$ cat src/rtl/pipelined_control_unit.sv
// ID/EX control decoder for the RV32IM(+Zbb) pipeline: registered EX control,
// combinational rs-usage flags, multi-cycle M-op hold and ECALL/EBREAK drain-and-halt.
module pipelined_control_unit #(
    parameter int DATA_WIDTH  = 32,
    parameter int ENABLE_M    = 1,
    parameter int MUL_LATENCY = 2,
    parameter int DIV_LATENCY = 33,
    parameter int HALT_DRAIN  = 3
) (
    input  logic                    clk,
    input  logic                    reset,
    input  logic [31:0]             instr_i,
    input  logic                    valid_i,
    input  logic                    hazard_stall_i,
    input  logic                    flush_i,
    output logic                    rs1_in_use_o,
    output logic                    rs2_in_use_o,
    output logic                    mem_to_reg_o,
    output logic                    rd_we_o,
    output logic                    alu_src_b_o,
    output logic                    branch_o,
    output logic                    pc_operand_o,
    output logic [1:0]              alu_2bit_op_o,
    output logic [DATA_WIDTH/8-1:0] data_mem_we_o,
    output logic                    stop_flag_o,
    output logic                    illegal_o,
    output logic                    ex_valid_o,
    output logic                    stall_o,
    output logic                    halted_o
);
    localparam int BE      = DATA_WIDTH / 8;
    localparam int MAX_ML  = (MUL_LATENCY > DIV_LATENCY) ? MUL_LATENCY : DIV_LATENCY;
    localparam int MAX_CNT = (MAX_ML > HALT_DRAIN) ? MAX_ML : HALT_DRAIN;
    localparam int CW      = $clog2(MAX_CNT + 1);

    localparam logic [CW-1:0] CNT_ONE   = CW'(1);
    localparam logic [CW-1:0] MUL_RELOAD = CW'(MUL_LATENCY - 1);
    localparam logic [CW-1:0] DIV_RELOAD = CW'(DIV_LATENCY - 1);
    localparam logic [CW-1:0] DRAIN_LOAD = CW'(HALT_DRAIN);
    localparam logic          MUL_MULTI  = (MUL_LATENCY > 1);
    localparam logic          DIV_MULTI  = (DIV_LATENCY > 1);

    localparam logic [6:0] OP_R      = 7'b0110011;
    localparam logic [6:0] OP_IALU   = 7'b0010011;
    localparam logic [6:0] OP_LOAD   = 7'b0000011;
    localparam logic [6:0] OP_BRANCH = 7'b1100011;
    localparam logic [6:0] OP_STORE  = 7'b0100011;
    localparam logic [6:0] OP_JALR   = 7'b1100111;
    localparam logic [6:0] OP_JAL    = 7'b1101111;
    localparam logic [6:0] OP_AUIPC  = 7'b0010111;
    localparam logic [6:0] OP_LUI    = 7'b0110111;
    localparam logic [6:0] OP_SYSTEM = 7'b1110011;

    typedef enum logic [1:0] {RUN, MDU_BUSY, DRAIN, HALTED} state_t;

    typedef struct packed {
        logic          memToReg;
        logic          rdWe;
        logic          aluSrcB;
        logic          branch;
        logic          pcOperand;
        logic [1:0]    aluOp;
        logic [BE-1:0] memWe;
        logic          stop;
        logic          illegal;
        logic          valid;
    } exCtrl_t;

    state_t        state_q;
    logic [CW-1:0] cnt_q;
    exCtrl_t       exCtrl_q;
    logic          halted_q;

    exCtrl_t       decCtrl_d;
    logic          isMop_d;
    logic          rs1Use_d;
    logic          rs2Use_d;
    logic          mopMulti_d;
    logic [CW-1:0] mopReload_d;

    always_comb begin
        decCtrl_d       = '0;
        decCtrl_d.valid = 1'b1;
        isMop_d         = 1'b0;
        rs1Use_d        = 1'b0;
        rs2Use_d        = 1'b0;
        case (instr_i[6:0])
            OP_R: begin
                decCtrl_d.rdWe  = 1'b1;
                decCtrl_d.aluOp = 2'b10;
                rs1Use_d        = 1'b1;
                rs2Use_d        = 1'b1;
                if (instr_i[31:25] == 7'b0000001) begin
                    if (ENABLE_M != 0) isMop_d = 1'b1;
                    else               decCtrl_d.illegal = 1'b1;
                end
            end
            OP_IALU: begin
                decCtrl_d.rdWe    = 1'b1;
                decCtrl_d.aluSrcB = 1'b1;
                decCtrl_d.aluOp   = 2'b11;
                rs1Use_d          = 1'b1;
            end
            OP_LOAD: begin
                decCtrl_d.memToReg = 1'b1;
                decCtrl_d.rdWe     = 1'b1;
                decCtrl_d.aluSrcB  = 1'b1;
                rs1Use_d           = 1'b1;
            end
            OP_BRANCH: begin
                decCtrl_d.aluSrcB = 1'b1;
                decCtrl_d.branch  = 1'b1;
                decCtrl_d.aluOp   = 2'b01;
                rs1Use_d          = 1'b1;
                rs2Use_d          = 1'b1;
            end
            OP_STORE: begin
                decCtrl_d.aluSrcB = 1'b1;
                rs1Use_d          = 1'b1;
                rs2Use_d          = 1'b1;
                case (instr_i[14:12])
                    3'b000:  decCtrl_d.memWe = BE'(1'b1);
                    3'b001:  decCtrl_d.memWe = BE'(2'b11);
                    3'b010:  decCtrl_d.memWe = BE'(4'hF);
                    3'b011: begin
                        if (DATA_WIDTH == 64) decCtrl_d.memWe = '1;
                        else                  decCtrl_d.illegal = 1'b1;
                    end
                    default: decCtrl_d.illegal = 1'b1;
                endcase
            end
            OP_JALR: begin
                decCtrl_d.rdWe      = 1'b1;
                decCtrl_d.aluSrcB   = 1'b1;
                decCtrl_d.branch    = 1'b1;
                decCtrl_d.pcOperand = 1'b1;
                rs1Use_d            = 1'b1;
            end
            OP_JAL: begin
                decCtrl_d.rdWe    = 1'b1;
                decCtrl_d.aluSrcB = 1'b1;
                decCtrl_d.branch  = 1'b1;
            end
            OP_AUIPC: begin
                decCtrl_d.rdWe      = 1'b1;
                decCtrl_d.aluSrcB   = 1'b1;
                decCtrl_d.pcOperand = 1'b1;
            end
            OP_LUI: begin
                decCtrl_d.rdWe    = 1'b1;
                decCtrl_d.aluSrcB = 1'b1;
            end
            OP_SYSTEM: decCtrl_d.stop = 1'b1;
            default:   decCtrl_d.illegal = 1'b1;
        endcase
        // An undecodable word still travels to EX as a valid slot so the trap logic sees it.
        if (decCtrl_d.illegal) begin
            decCtrl_d         = '0;
            decCtrl_d.illegal = 1'b1;
            decCtrl_d.valid   = 1'b1;
        end
    end

    assign mopMulti_d   = instr_i[14] ? DIV_MULTI  : MUL_MULTI;
    assign mopReload_d  = instr_i[14] ? DIV_RELOAD : MUL_RELOAD;
    assign rs1_in_use_o = valid_i & rs1Use_d;
    assign rs2_in_use_o = valid_i & rs2Use_d;

    always_ff @(posedge clk) begin
        if (reset) begin
            state_q  <= RUN;
            cnt_q    <= '0;
            exCtrl_q <= '0;
            halted_q <= 1'b0;
        end else begin
            case (state_q)
                RUN: begin
                    if (flush_i || hazard_stall_i || !valid_i) begin
                        exCtrl_q <= '0;
                    end else begin
                        exCtrl_q <= decCtrl_d;
                        if (decCtrl_d.stop) begin
                            state_q <= DRAIN;
                            cnt_q   <= DRAIN_LOAD;
                        end else if (isMop_d && mopMulti_d) begin
                            state_q <= MDU_BUSY;
                            cnt_q   <= mopReload_d;
                        end
                    end
                end
                MDU_BUSY: begin
                    if (flush_i) begin
                        exCtrl_q <= '0;
                        cnt_q    <= '0;
                        state_q  <= RUN;
                    end else begin
                        cnt_q <= cnt_q - CNT_ONE;
                        if (cnt_q == CNT_ONE) state_q <= RUN;
                    end
                end
                DRAIN: begin
                    exCtrl_q <= '0;
                    cnt_q    <= cnt_q - CNT_ONE;
                    if (cnt_q == CNT_ONE) state_q <= HALTED;
                end
                default: begin
                    exCtrl_q <= '0;
                    halted_q <= 1'b1;
                end
            endcase
        end
    end

    assign mem_to_reg_o  = exCtrl_q.memToReg;
    assign rd_we_o       = exCtrl_q.rdWe;
    assign alu_src_b_o   = exCtrl_q.aluSrcB;
    assign branch_o      = exCtrl_q.branch;
    assign pc_operand_o  = exCtrl_q.pcOperand;
    assign alu_2bit_op_o = exCtrl_q.aluOp;
    assign data_mem_we_o = exCtrl_q.memWe;
    assign stop_flag_o   = exCtrl_q.stop;
    assign illegal_o     = exCtrl_q.illegal;
    assign ex_valid_o    = exCtrl_q.valid && (state_q != MDU_BUSY);
    assign stall_o       = (state_q != RUN);
    assign halted_o      = halted_q;

endmodule

$ cat config.mk
export PLATFORM = sky130hd
export DESIGN_NAME = pipelined_control_unit
export DESIGN_NICKNAME = d
export VERILOG_FILES = /design/src/rtl/pipelined_control_unit.sv
export SDC_FILE = /design/constraint.sdc
export NUM_CORES = 1
export LEC_CHECK = 0
export BUFFER_PORTS_ARGS = -buffer_cell sky130_fd_sc_hd__buf_2
export CAP_MARGIN = 25
export CORE_UTILIZATION = 25
export CTS_BUF_LIST = sky130_fd_sc_hd__clkbuf_8 sky130_fd_sc_hd__clkbuf_16
export DETAILED_ROUTE_END_ITERATION = 16
export SETUP_SLACK_MARGIN = 0.05
export SLEW_MARGIN = 20
export SYNTH_ARGS = -nofsm -noshare
export SYNTH_HDL_FRONTEND = slang
export SYNTH_SLANG_ARGS = --single-unit
$ cat constraint.sdc
create_clock -name clk -period 2.5 [get_ports clk]
set_input_delay 0.25 -clock clk [delete_from_list [all_inputs] [get_ports clk]]
set_output_delay 0.25 -clock clk [all_outputs]
set_load 0.03 [all_outputs]
==> results.md, run 1 <==
* Status: finished clean
* Period utilization at 0.765
* Mapped cell area at 0.00144 mm²
* Ports at 55
* Number of H-tree levels at 1
* Layout cells sized above 1 at 0.241
* Startpoint types: flop
* First-pass GRT wire length at around 6100 µm
* Multi-input gate area at 875 µm²
* Die Ht at 77.9 µm
* TritonCTS clock tree: built
* Largest cells by area after synthesis: dfxtp_1 31%, nor2_1 7.0%, a21oi_1 6.6%, ha_1 5.2%, nand2_1 3.9%
* Register area share after synthesis at 0.306
* Cell Count, Final, Fillers Out at around 290
* Maximum buffer depth of the clock tree at 2
* Crit path capture type: flop
* PD cells at just over 500 mW/mm²
* Via count at roughly 1500
* DRC Markers at 0
* Synth Flop Type: dfxtp_1
* Slew HR at 0.546
* Setup bufs post-CTS at 0
* Fin Hold WS at ~270 ps
* PortBufs at 39
* FMAX at ~0.52 GHz
* PostCTS Resize Cnt at 0
* Worst EP arrival at about 2100 ps
* Critical-path cell list: inv_1 > ha_1 > inv_1 > o41ai_4 > nand3_2 > a221oi_2
* Root Driver: clkbuf_8
* CP max FO at 6
* Worst-skew pair later-pin latency at around 270 ps
* EDFF count, synth at 0
* Most frequent cells in the layout: 39 x buf_2, 27 x nor2_1, 22 x dfxtp_1
* Final setup vio count at 0
* Post-synthesis cell count at between 150 and 200
* Total grt overflow at 0
* Slowest CP cell: o41ai_4
* Most used routing layer: met2
* Mean Syn Cell Area at a little under 8 µm²
* Hold Buf Count CTS at 0
* Final setup margin at slightly below 600 ps
* Hold Vio Cnt, Final at 0
* Overall routing resource usage at 0.126
* Met3 usage in global routing at 0.0353
* Antenna diodes at 0
* Leak at roughly 0.00070 µW
* Fin crit period at around 1900 ps
* RSZ-0062 raised after global routing: no
* Synth Register Bits at 22
* # rows at 27
* Clk_skew at approximately 1.9 ps
* CP dominant cell by count: inv_1
* Most common cell after layout, fill and taps aside: buf_2
* Pre-CTS WS at about 500 ps
* Met2 track demand over resource at 0.194
* Fill count at roughly 610
* Min-delay worst type: input port to flop
* Number of global-route vias before repair at 1334
* Dpl hpwl at roughly 2700 µm
* Inst Count DP at roughly 280
* FFs w/ async S/R, synth at 0
* Area growth syn-to-layout at 19.5%
* DIE AREA at between 0.006 and 0.007 mm²
* Cts bufs inserted at 3
* Core ar. at 0.00554 mm²
* Worst-path clk slew at approximately 80 ps
* Synth unique cells at 45
* Largest net degree at the start of global routing at 26
* Post-layout nets at 260
* Post-Syn Nets at 230
* M1 GR Usage at 0.166
* Initial DRC count at around 130
* Max_cap viols at 0
* Top cell type by total area after synthesis: dfxtp_1
* Post-synth top area share at 0.306
* Syn. warnings at 0
* CTS sink count at 22
* Initial antenna violation count at 0
* Worst Path Required at 2690 ps
* Antenna-violating nets left at 0
* Register area at approximately 440 µm²
* Routability cong. at 0.866
* Starting Density at 0.260
* Utilization after layout at 0.311
* Final setup TNS at 0 ps
* Setup CP Type: flop to flop
* Final Max Tran Viols at 0
* Die X at 77.9 µm
* Wire per inst at roughly 13 µm
* Post-Route WL at between 3000 and 4000 µm
* Initial DRT Pass Iterations at 4
* VDD IR max at ~280 µV
* Least-Margin Pin Slew at ~680 ps
* Vias per inst at around 5
* Critical Path Max Stage Delay at 580 ps
cell type report:
cell class / count / area share
inverter: 9 / 0.0196
sequential: 22 / 0.256
multi-input combinational: 140 / 0.508
clock buffer: 3 / 0.0240
tap: 72 / 0.0524
clock inverter: 1 / 0.0175
timing repair buffer: 41 / 0.122
sequential cells by signal, indices dropped and copies added (netlist names):
| signal | flops |
|---|---|
| alu_2bit_op_o | 2 |
| alu_src_b_o | 1 |
| branch_o | 1 |
| cnt_q | 6 |
| data_mem_we_o | 3 |
| exCtrl_q | 1 |
| halted_o | 1 |
| illegal_o | 1 |
| mem_to_reg_o | 1 |
| pc_operand_o | 1 |
| rd_we_o | 1 |
| state_q | 2 |
| stop_flag_o | 1 |
critical path, delay by kind of cell, from the launching register on:
kind | cells | cell delay, ps
DFF | 1 | 340
AOI/OAI and AO/OA | 2 | 850
buffers and inverters | 2 | 240
and+or+nand+nor | 1 | 160
adders and majority gates | 1 | 240
cell usage after synthesis, drive strengths merged, types with 2 or more instances:
library cell  instances
nand2                15
nand4                 3
nor3b                 2
a32oi                 3
buf                   8
nor2b                 4
nand2b                4
nor3                  7
nor2                 27
clkbuf                8
o32ai                 2
ha                    6
o21ai                 9
inv                   9
a21oi                19
o21a                  2
nand3                 7
o211ai                2
dfxtp                22
a22oi                 2
or2                   2
or3                   2
nor4                  2
o31ai                 3
stage by stage:
| stage | area (µm²) | total power (µW) |
|---|---|---|
| 2_1_floorplan | 1440 | 493 |
| 3_3_place_gp | 1650 | 545 |
| 3_5_place_dp | 1650 | 546 |
| 4_1_cts | 1720 | 892 |
| 5_1_grt | 1720 | 929 |
| 6_report | 1720 | 877 |
cells by family (layout without fill, tap and decap cells):
kind of cell               Yosys count  after routing  synth area share
adders and majority gates            6              6            0.0521
and+or+nand+nor                     80             80             0.291
muxes                                1              1           0.00695
DFF                                 22             22             0.306
buffers and inverters               25             54            0.0869
AOI/OAI and AO/OA                   53             53             0.257
path summary, 6_finish.rpt:
| kind | cells past startpoint | slack [ps] | to | startpoint |
|---|---|---|---|---|
| hold / removal | 3 | 270 | data_mem_we_o[2]$_SDFFE_PP0P_ | instr_i[13] |
| hold reg to reg | 2 | 460 | alu_src_b_o$_SDFFE_PP0P_ | alu_src_b_o$_SDFFE_PP0P_ |
| setup / recovery | 6 | 590 | cnt_q[2]$_SDFFE_PP0P_ | state_q[0]$_SDFFE_PP0P_ |
| setup reg to reg | 6 | 590 | cnt_q[2]$_SDFFE_PP0P_ | state_q[0]$_SDFFE_PP0P_ |
per-layer routing:
layer  share of wire  vias to the layer above  wire length (µm)
met5               0                        -                 0
met4           0.015                        0                54
met3           0.061                        6               222
met2            0.44                       51              1630
met1            0.48                      678              1760
li1                -                      723                 -
where the power goes:
part | internal (µW) | switching [µW] | total, µW
Clock | 214 | 124 | 338
Sequential | 357 | 5.51 | 362
Combinational | 62.2 | 115 | 177
Note: power is estimated with default switching activity, not from simulation.
==> run 2, diff against run 1 <==
clock period = 1.8 ns   (was 2.5 ns; I/O delays follow)
==> results.md, run 2 (synthesis gave the netlist of run 1 again) <==
* Status: finished clean
* Area growth syn-to-layout at 25.5%
* Hold Buf Count CTS at 0 (unchanged)
* Initial DRC count at 86 (-36%)
* Total grt overflow at 0 (unchanged)
* Maximum buffer depth of the clock tree at 2 (unchanged)
* Wire per inst at 12.5 µm (-1.4%)
* Number of global-route vias before repair at 1371 (+2.8%)
* Least-Margin Pin Slew at 454 ps (-222 ps)
* FMAX at 0.589 GHz (+13%)
* Layout cells sized above 1 at 0.294 (+0.0531)
* Post-Route WL at 3760 µm (+2.7%)
* Hold Vio Cnt, Final at 0 (unchanged)
* Fill count at 617 (+1.5%)
* Min-delay worst type: input port to flop
* Antenna-violating nets left at 0 (unchanged)
* Most common cell after layout, fill and taps aside: buf_2
* TritonCTS clock tree: built
* VDD IR max at 493 µV (+75%)
* First-pass GRT wire length at 6180 µm (+0.55%)
* Pre-CTS WS at -34.4 ps (-539 ps)
* Initial antenna violation count at 0 (unchanged)
* Worst-skew pair later-pin latency at 270 ps (about the same)
* Largest net degree at the start of global routing at 26 (unchanged)
* Root Driver: clkbuf_8
* DIE AREA at 0.00607 mm² (unchanged)
* Largest register FFs at 6 (unchanged)
* Cts bufs inserted at 3 (unchanged)
* Worst EP arrival at 1900 ps (-200 ps)
* Multi-input gate area at 887 µm² (+1.4%)
* Leak at 0.000762 µW (+8.8%)
* Period utilization at 0.944 (+0.178)
* Core ar. at 0.00554 mm² (unchanged)
* Max_cap viols at 0 (unchanged)
* Final Max Tran Viols at 0 (unchanged)
* Setup CP Type: flop to flop
* Antenna diodes at 0 (unchanged)
* Fin Hold WS at 203 ps (-65.3 ps)
* Startpoint types: flop
* Overall routing resource usage at 0.125 (-0.00133)
* Die X at 77.9 µm (unchanged)
* Largest Register: cnt_q
* Dpl hpwl at 2880 µm (+5.8%)
* Slew HR at 0.697 (+0.152)
* Final setup margin at 101 ps (-486 ps)
* CTS sink count at 22 (unchanged)
* Vias per inst at 4.87 (-3.9%)
* PD cells at 644 mW/mm² (+26%)
* Starting Density at 0.260 (unchanged)
* # rows at 27 (unchanged)
* Worst Path Required at 2000 ps (-690 ps)
* Crit path capture type: flop
* Fin crit period at 1700 ps (-214 ps)
* Most frequent cells in the layout: 39 x buf_2, 26 x nor2_1, 22 x dfxtp_1
* Routability cong. at 0.892 (+3.1%)
* Clk_skew at 3.77 ps (+1.87 ps)
* Number of H-tree levels at 1 (unchanged)
* Worst-path clk slew at 90 ps (about the same)
* PortBufs at 39 (unchanged)
* Setup bufs post-CTS at 0 (unchanged)
* Ports at 55 (unchanged)
* Post-layout nets at 272 (+4.6%)
* Die Ht at 77.9 µm (unchanged)
* DRC Markers at 0 (unchanged)
* Initial DRT Pass Iterations at 4 (unchanged)
* RSZ-0062 raised after global routing: yes
* Register area at 440 µm² (unchanged)
* CP max FO at 5 (-1)
* Via count at 1460 (+0.14%)
* Final setup vio count at 0 (unchanged)
## run 2: cell types whose count changed in the layout (fill, tap and decap cells not counted), sizes merged
cell,change
bufinv,-1
buf,+12
clkbuf,+1
## run 2: critical path, stage by stage, from the launching register on
cell and delay, ps:
dfxtp_1 340, inv_1 120, ha_2 230, nand2_1 70, or3_1 400, nor2_2 190, nand4_1 120, a21oi_1 160
## run 2: per-layer routing
layer	part of all wire	up-vias	GRT usage
met5	0	-	0
met4	0.0045	0	0.0111
met3	0.047	2	0.0341
met2	0.48	32	0.220
met1	0.47	675	0.157
li1	-	751	-
## run 2: timing repair
action                     CTS  global route
setup endpoints to repair    7            10
resized for setup            3             2
gates cloned                 0             0
## run 2: final timing paths
check                                               from                       endpoint  slack, ps  depth (start not counted)
worst max-delay path             state_q[0]$_SDFFE_PP0P_       alu_src_b_o$_SDFFE_PP0P_        100                          7
worst max register to register   state_q[0]$_SDFFE_PP0P_       alu_src_b_o$_SDFFE_PP0P_        100                          7
worst min register to register  exCtrl_q[0]$_SDFFE_PP0P_       exCtrl_q[0]$_SDFFE_PP0P_        460                          2
worst min-delay path                         instr_i[13]  data_mem_we_o[2]$_SDFFE_PP0P_        200                          3
## run 2: cell type report
class | count | area share
flip-flops and latches | 22 | 0.244
multi-input cells | 140 | 0.491
clock buffers | 4 | 0.0305
repair buffers | 53 | 0.166
well taps | 72 | 0.0499
inverters | 9 | 0.0187
## run 2: metrics by stage
step / utilization / instance area [µm²] / setup TNS [ps] / total power [µW] / std cells
after global routing: 0.326 / 1810 / 0 / 1220 / 300
after detailed placement: 0.314 / 1740 / -38.2 / 791 / 296
after global placement: 0.314 / 1740 / -67.4 / 790 / 296
final: 0.326 / 1810 / 0 / 1160 / 300
after floorplan: - / 1440 / 0 / 685 / 187
after CTS: 0.325 / 1800 / 0 / 1170 / 300
## run 2: power by group
part	leakage (µW)	internal, µW	switching [µW]
Clock	0.0000288	195	180
Sequential	0.000177	495	7.88
Combinational	0.000556	119	167
==> run 3, diff against run 2 <==
PLACE_DENSITY = 0.52   (was unset)
==> results.md, run 3 (synthesis gave the netlist of run 1 again) <==
* Startpoint types: flop
* Final Max Tran Viols at 0 (unchanged)
* Die Ht at 77.9 µm (unchanged)
* Sequential share of power at 0.394 (-0.038)
* Crit path capture type: flop
* Worst Hold Path EP: data_mem_we_o[2]$_SDFFE_PP0P_
* Number of global-route vias before repair at 1428 (+4.2%)
* Leak at 0.000800 µW (+5.0%)
* Post-Route WL at 3890 µm (+3.4%)
* DIE AREA at 0.00607 mm² (unchanged)
* Worst EP arrival at 1840 ps (-60 ps)
* VDD IR max at 300 µV (-39%)
* Maximum buffer depth of the clock tree at 2 (unchanged)
* Starting Density at 0.260 (unchanged)
* Final setup vio count at 0 (unchanged)
* Net Sw Power at 356 µW (+0.52%)
* Combinational Power Share at 0.240 (-0.005)
* Total grt overflow at 0 (unchanged)
* Setup CP Type: flop to flop
* Largest net degree at the start of global routing at 26 (unchanged)
* Status: finished clean
* Largest Register: cnt_q
* # rows at 27 (unchanged)
* Die X at 77.9 µm (unchanged)
* Routability cong. at 0.896 (+0.41%)
* Int Pwr at 933 µW (+15%)
* Clk_skew at 5.32 ps (+1.55 ps)
* Max_cap viols at 0 (unchanged)
* Slew HR at 0.695 (-0.00271)
* Vias per inst at 4.85 (-0.42%)
* Initial DRT Pass Iterations at 4 (unchanged)
* Worst Path Required at 2000 ps (about the same)
* Most common cell after layout, fill and taps aside: buf_2
* Reg-to-reg slack, setup at 150 ps (+50 ps)
* Largest register FFs at 6 (unchanged)
* Worst-skew pair later-pin latency at 270 ps (about the same)
* Design Area, Final at 0.00190 mm² (+5.0%)
* Initial antenna violation count at 0 (unchanged)
* Cts bufs inserted at 3 (unchanged)
* Worst-path clk slew at 90 ps (about the same)
* Via count at 1483 (+1.6%)
* Dpl hpwl at 3030 µm (+5.2%)
* R2R Path End: alu_src_b_o$_SDFFE_PP0P_
* Dpl cell area at 0.00178 mm² (+2.6%)
* Number of H-tree levels at 1 (unchanged)
* CTS sink count at 22 (unchanged)
* Antenna diodes at 0 (unchanged)
* PD cells at 680 mW/mm² (+5.5%)
* Antenna-violating nets left at 0 (unchanged)
* Min-Delay Path Depth at 3 (unchanged)
* DRC Markers at 0 (unchanged)
* Clk network pwr share at 0.366 (+0.044)
* FMAX at 0.608 GHz (+3.2%)
* Sw Ratio at 0.276 (-0.0281)
* Worst Hold Launch: instr_i[13]
* Post-layout nets at 278 (+2.2%)
* Multi-input gate area at 908 µm² (+2.4%)
* First-pass GRT wire length at 6470 µm (+4.8%)
* Most frequent cells in the layout: 39 x buf_2, 26 x nor2_1, 21 x dfxtp_1
* Fill count at 618 (+0.16%)
* CP max FO at 5 (unchanged)
* Area growth syn-to-layout at 31.7%
* Period utilization at 0.914 (-0.0292)
* Setup bufs post-CTS at 0 (unchanged)
* Ports at 55 (unchanged)
* Hold Vio Cnt, Final at 0 (unchanged)
* Layout cells sized above 1 at 0.338 (+0.0437)
* Root Driver: clkbuf_8
* Fin crit period at 1650 ps (-52.6 ps)
* Critical R2R Launch: state_q[0]$_SDFFE_PP0P_
* Wire per inst at 12.7 µm (+1.4%)
* Overall routing resource usage at 0.132 (+0.00723)
* Initial DRC count at 70 (-19%)
* Register area at 444 µm² (+0.85%)
* Core ar. at 0.00554 mm² (unchanged)
* PortBufs at 39 (unchanged)
* Final setup TNS at 0 ps (unchanged)
* Min-delay worst type: input port to flop
* R2R cell count at 7 (unchanged)
* RSZ-0062 raised after global routing: no
* TritonCTS clock tree: built
* Least-Margin Pin Slew at 458 ps (+4.06 ps)
## run 3: through the flow
| step | hold slack [ps] | std cells | power [µW] | worst slack (ps) | utilization |
|---|---|---|---|---|---|
| final | 199 | 306 | 1290 | 154 | 0.342 |
| after global routing | 189 | 306 | 1350 | 56.3 | 0.342 |
| after CTS | 194 | 306 | 1280 | 67.4 | 0.336 |
| after detailed placement | 443 | 302 | 805 | 5.35 | 0.322 |
| after global placement | 437 | 302 | 804 | 15.7 | 0.322 |
| after floorplan | 334 | 187 | 685 | 56.0 | - |
## run 3: layer usage
layer	track usage	routed length [µm]	vias to the layer above
li1	-	-	763
met1	0.165	1770	682
met2	0.232	1900	36
met3	0.0318	208	2
met4	0.0222	17	0
met5	0	0	-
## run 3: how the worst max path moves through the flow
stage | startpoint | end | slack, ps
global route | state_q[0]$_SDFFE_PP0P_ | alu_src_b_o$_SDFFE_PP0P_ | 60
floorplan | state_q[1]$_SDFFE_PP0P_ | cnt_q[3]$_SDFFE_PP0P_ | 60
global placement | instr_i[2] | cnt_q[4]$_SDFFE_PP0P_ | 20
finish | state_q[0]$_SDFFE_PP0P_ | alu_src_b_o$_SDFFE_PP0P_ | 150
CTS | state_q[0]$_SDFFE_PP0P_ | cnt_q[2]$_SDFFE_PP0P_ | 70
detailed placement | instr_i[2] | cnt_q[3]$_SDFFE_PP0P_ | 5
## run 3: cell type report
type,count,area share
inverter,9,0.0178
timing repair buffer,59,0.184
tap,72,0.0475
sequential,22,0.234
clock inverter,1,0.0158
multi-input combinational,140,0.479
clock buffer,3,0.0218
## run 3: worst max-delay path, cell delays in order, from the launching register on
cell and delay [ps]:
dfxtp_4 370, inv_1 80, ha_2 240, nand2_1 70, or3_1 370, nor2_2 170, nand4_1 120, a21oi_1 150
## run 3: what timing repair did
action	in CTS	in global routing
setup endpoints to repair	2	9
gates resized for setup	2	11
pin swaps	0	1
hold buffers	0	0
## run 3: power by group through the flow
stage	Combinational (µW)	Sequential (µW)	Clock, µW
floorplan	170	515	0
global placement	290	514	0
detailed placement	291	514	0
CTS	294	503	479
global route	342	509	501
finish	309	507	472
